===== config.mk =====
export PLATFORM = sky130hd
export DESIGN_NAME = xor16_frame_checksum
export DESIGN_NICKNAME = d
export VERILOG_FILES = /design/src/rtl/xor16_frame_checksum_pkg.sv /design/src/rtl/xor16_frame_checksum_xor_gate16.sv /design/src/rtl/xor16_frame_checksum.sv
export SDC_FILE = /design/constraint.sdc
export NUM_CORES = 1
export LEC_CHECK = 0
export CORE_MARGIN = 5
export CORE_UTILIZATION = 45
export DETAILED_ROUTE_END_ITERATION = 16
export GPL_TIMING_DRIVEN = 0
export PLACE_DENSITY = 0.69
export SYNTH_ARGS = -nofsm -noshare
export SYNTH_HDL_FRONTEND = slang
export SYNTH_SLANG_ARGS = --single-unit

===== constraint.sdc =====
create_clock -name clk -period 3.2 [get_ports clk]
set_input_delay 0.64 -clock clk [delete_from_list [all_inputs] [get_ports clk]]
set_output_delay 0.64 -clock clk [all_outputs]
set_load 0.05 [all_outputs]

===== src/rtl/xor16_frame_checksum_pkg.sv =====
// rtl/xor16_frame_checksum_pkg.sv - shared state encodings and parameter defaults for the frame checksum
package xor16_frame_checksum_pkg;

    typedef enum logic [1:0] {
        ST_IDLE  = 2'd0,
        ST_ACCUM = 2'd1,
        ST_HOLD  = 2'd2
    } state_t;

    localparam logic [15:0] DEFAULT_SEED      = 16'h0000;
    localparam int          DEFAULT_MAX_WORDS = 256;

endpackage


===== src/rtl/xor16_frame_checksum_xor_gate16.sv =====
// rtl/xor16_frame_checksum_xor_gate16.sv - 16-bit bitwise XOR stage feeding the accumulator
module xor16_frame_checksum_xor_gate16 (
    input  logic [15:0] a,
    input  logic [15:0] b,
    output logic [15:0] y
);

    assign y = a ^ b;

endmodule


===== src/rtl/xor16_frame_checksum.sv =====
// rtl/xor16_frame_checksum.sv - framed 16-bit running XOR checksum with valid/ready in and held result out
module xor16_frame_checksum
    import xor16_frame_checksum_pkg::*;
#(
    parameter logic [15:0] SEED      = DEFAULT_SEED,
    parameter int          MAX_WORDS = DEFAULT_MAX_WORDS,
    parameter int          CNT_W     = 9
) (
    input  logic             clk,
    input  logic             rst_n,
    input  logic             in_valid,
    output logic             in_ready,
    input  logic [15:0]      in_data,
    input  logic             in_first,
    input  logic             in_last,
    output logic             out_valid,
    input  logic             out_ready,
    output logic [15:0]      out_sum,
    output logic [CNT_W-1:0] out_count,
    output logic             out_err,
    output logic             drop
);

    localparam logic [CNT_W-1:0] MAX_CNT = CNT_W'(MAX_WORDS);

    state_t           state;
    logic [15:0]      acc;
    logic [CNT_W-1:0] cnt;
    logic             err;

    logic             accept;
    logic             restart;
    logic             cnt_sat;
    logic [15:0]      acc_or_seed;
    logic [15:0]      acc_next;
    logic [CNT_W-1:0] cnt_next;
    logic             err_next;

    assign accept  = in_valid & in_ready;
    // A first beat always starts from SEED, even when it abandons a partial frame.
    assign restart = (state == ST_IDLE) | in_first;
    assign cnt_sat = (cnt == MAX_CNT);

    assign acc_or_seed = restart ? SEED : acc;
    assign cnt_next    = restart ? CNT_W'(1) : (cnt_sat ? cnt : cnt + 1'b1);
    assign err_next    = restart ? 1'b0 : (err | cnt_sat);

    xor16_frame_checksum_xor_gate16 u_xor (
        .a (acc_or_seed),
        .b (in_data),
        .y (acc_next)
    );

    always_ff @(posedge clk or negedge rst_n) begin
        if (!rst_n) begin
            state     <= ST_IDLE;
            acc       <= '0;
            cnt       <= '0;
            err       <= 1'b0;
            in_ready  <= 1'b0;
            out_valid <= 1'b0;
            out_sum   <= '0;
            out_count <= '0;
            out_err   <= 1'b0;
            drop      <= 1'b0;
        end else begin
            drop <= 1'b0;
            case (state)
                ST_IDLE, ST_ACCUM: begin
                    in_ready <= 1'b1;
                    if (accept) begin
                        if (state == ST_IDLE && !in_first) begin
                            drop <= 1'b1;
                        end else begin
                            drop <= in_first && (state == ST_ACCUM);
                            acc  <= acc_next;
                            cnt  <= cnt_next;
                            err  <= err_next;
                            if (in_last) begin
                                state     <= ST_HOLD;
                                in_ready  <= 1'b0;
                                out_valid <= 1'b1;
                                out_sum   <= acc_next;
                                out_count <= cnt_next;
                                out_err   <= err_next;
                            end else begin
                                state <= ST_ACCUM;
                            end
                        end
                    end
                end
                ST_HOLD: begin
                    if (out_ready) begin
                        out_valid <= 1'b0;
                        in_ready  <= 1'b1;
                        state     <= ST_IDLE;
                    end
                end
                default: state <= ST_IDLE;
            endcase
        end
    end

endmodule


==> impl_metrics.toml <==
[worst_setup_path]
critPathTopFamily = "buffers and inverters"
reg2reg_from = "state[0]$_DFFE_PN0P_"
cp_cell_sequence = "clkdlybuf4s50_1"
reg2reg_depth = 4
cp.required_ps = 2560
worst_setup_path_end_kind = "output port"
crit_slowest_cell = "clkdlybuf4s50_1"
critical_path_buf_inv_count = 1
cp_max_fo = 5
rrSetupSlack_ps = 1440
r2r-end = "out_sum[12]$_DFFE_PN0P_"
crit_path_start_kind = "flop"
cpPeakStageDelay_ps = 830
critPathKind = "flop to output port"
path_depth = 1
cp_data_arrival_time_ps = 1570

[timing]
slew-limit-headroom_pct = 54.76
worst_hold_slack_ps = 253.9
tns_ps = 0
worst_pin_slew_ps = 677.2
final.min_clock_period_ps = 2207
fin_worst_skew_ps = 6.297
period_share_pct = 68.97
slew_viol_final = 0
max_clock_freq_mhz = 453.1
finalSetupViolations = 0
rsz0062_at_grt = "false"
hold_viol = 0

[route]
post_drt_wl_per_cell_um = 14.79
drtIter0Drc = 128
drc_errors = 0
via_per_inst = 5.315
via_count = 2195
ant_nets = 0
drt-pass1-iter-count = 4
wirelength_um = 6109

[synth]
async_reset_ff_share_pct = 100.0
syn_inst = 272
yosysUniqueCellTypes = 39
synthFlopType = "dfrtp_1"
seq_area_frac_synth_pct = 53.35
syn_avg_cell_area_um2 = 9.830
synth_warnings = 0
netlist_area_mm2 = 0.002674
synth-seq-cells = 57
synth_fp_nets = 296
synth_edf_count = 0

[clocking]
clk-insertion-delay-late_ps = 330
root_buffer = "clkbuf_8"
hold_buffers = 0
cts.htree.levels = 3
post_cts_resized = 0
cts_tree = "yes"
clock_path_buffers = 2
cts_sinks = 57
cts_buffers = 9
post_cts_buffers = 0
clk_pin_slew_ps = 60

[global_routing]
grt_usage_pct = 18.07
grt_max_degree = 40
antenna_found_initial = 0
gr-total-overflow = 0
grt_pass1_vias = 2162
grt_pass1_wl_um = 10470

[power]
ir_drop_v = 0.0004885
leakagePower_nw = 1.489
power.density_mw_per_mm2 = 796.4

[final_layout]
syn_to_final_growth_pct = 30.09
nets = 358
fillers = 523
design_area_mm2 = 0.003478
drive_above_1_share_pct = 10.36
diodes = 0

[die]
die_h_um = 87.09
die_x_um = 87.09
ios = 51
row_count = 28
fp.dieArea_mm2 = 0.007584
core_area_mm2 = 0.005851
start_util_pct = 45.70

[outcome]
status = "complete, no violations"

[place]
io_buffers = 50
gp_congestion = 0.7523
dpl.hpwl_um = 4313
dpl_cell_area_mm2 = 0.003283

[flow_run]
maxCapViolCount = 0

[hold_path]
min_path_type = "input port to async pin"
==> worst max-delay path by stage <==
stage,startpoint,to,slack (ps)
after floorplan,in_ready$_DFFE_PN0P_,cnt[8]$_DFFE_PN0P_,1530
final,in_ready$_DFFE_PN0P_,in_ready,990
after CTS,in_ready$_DFFE_PN0P_,in_ready,970
after global placement,rst_n,out_sum[14]$_DFFE_PN0P_,-340
after global routing,in_ready$_DFFE_PN0P_,in_ready,950
after detailed placement,in_first,out_sum[12]$_DFFE_PN0P_,740
==> placed cells by master (no fill, tap or decap), drive strengths merged, types with 2 or more instances in the layout <==
master         count
o211ai            16
mux2               2
o21ai             30
nor2b              2
and2               2
a21oi              4
ha                 2
and4               2
xnor2              2
clkdlybuf4s50     49
nor2               3
clkinv             2
a22o               2
nand3             19
dfrtp             57
clkbuf            13
inv                5
nand2             64
a31oi              2
mux2i              2
and3               2
buf               13
o31ai              6
xor2              21
nand4              3
==> routing by layer <==
metal / routed length [µm] / up-vias / global-route usage [%]
met4: 119 / 0 / 8.924
met5: 0 / - / 0
met2: 2881 / 53 / 27.95
met3: 308 / 8 / 3.500
met1: 2799 / 1061 / 24.22
li1: - / 1073 / -
==> cells by family after synthesis <==
| logic type | synth area share [%] |
|---|---|
| buffers and inverters | 2.995 |
| AO/OA/AOI/OAI | 15.58 |
| multiplexers | 1.591 |
| XOR/XNOR | 7.534 |
| flip-flops | 53.35 |
| adder cells (fa/ha/maj) | 0.9357 |
| AND/OR/NAND/NOR | 18.02 |
==> report_power, final <==
part / switching (mW) / total, mW / leakage, nW / internal, mW
Clock: 0.277 / 0.673 / 0.102 / 0.395
Sequential: 0.126 / 1.06 / 0.722 / 0.933
Combinational: 0.671 / 1.04 / 0.664 / 0.368
==> Yosys cell counts, types with 2 or more instances <==
master,n,area share (%)
nand2_1,64,9.0
dfrtp_1,57,53
o21ai_0,30,5.6
xor2_1,21,6.9
nand3_1,19,3.6
o211ai_1,16,4.5
buf_2,10,1.9
o31ai_1,6,1.7
inv_1,5,0.70
a21oi_1,4,0.75
nor2_1,3,0.42
a22o_1,2,0.66
a31oi_1,2,0.47
and4_1,2,0.66
ha_1,2,0.94
mux2_2,2,0.84
mux2i_1,2,0.75
nand4_1,2,0.47
nor2b_1,2,0.47
xnor2_1,2,0.66
==> final cells by class <==
| type | instances | area [µm²] | area share [%] |
|---|---|---|---|
| Sequential cell | 57 | 1426 | 41.01 |
| Multi-Input combinational cell | 198 | 1167 | 33.56 |
| Clock inverter | 3 | 40.04 | 1.151 |
| Tap cell | 75 | 93.84 | 2.698 |
| Clock buffer | 12 | 155.1 | 4.460 |
| Inverter | 5 | 18.77 | 0.5396 |
| Timing Repair Buffer | 51 | 515.5 | 14.82 |
| Buffer | 12 | 61.31 | 1.763 |
==> flip-flops by register name, indices dropped and copies added (netlist names) <==
| register | cells |
|---|---|
| acc | 16 |
| cnt | 9 |
| drop | 1 |
| err | 1 |
| in_ready | 1 |
| out_count | 9 |
| out_err | 1 |
| out_sum | 16 |
| out_valid | 1 |
| state | 2 |
==> metrics by stage <==
stage	power (mW)	setup slack (ps)	util [%]	instances
floorplan	1.750	1527	-	272
global placement	2.091	-342.1	55.86	397
detailed placement	2.122	739.9	56.12	398
CTS	2.802	973.6	59.45	413
global route	2.936	945.7	59.45	413
finish	2.770	993.0	59.45	413
Power figures use the tool's default switching activity.
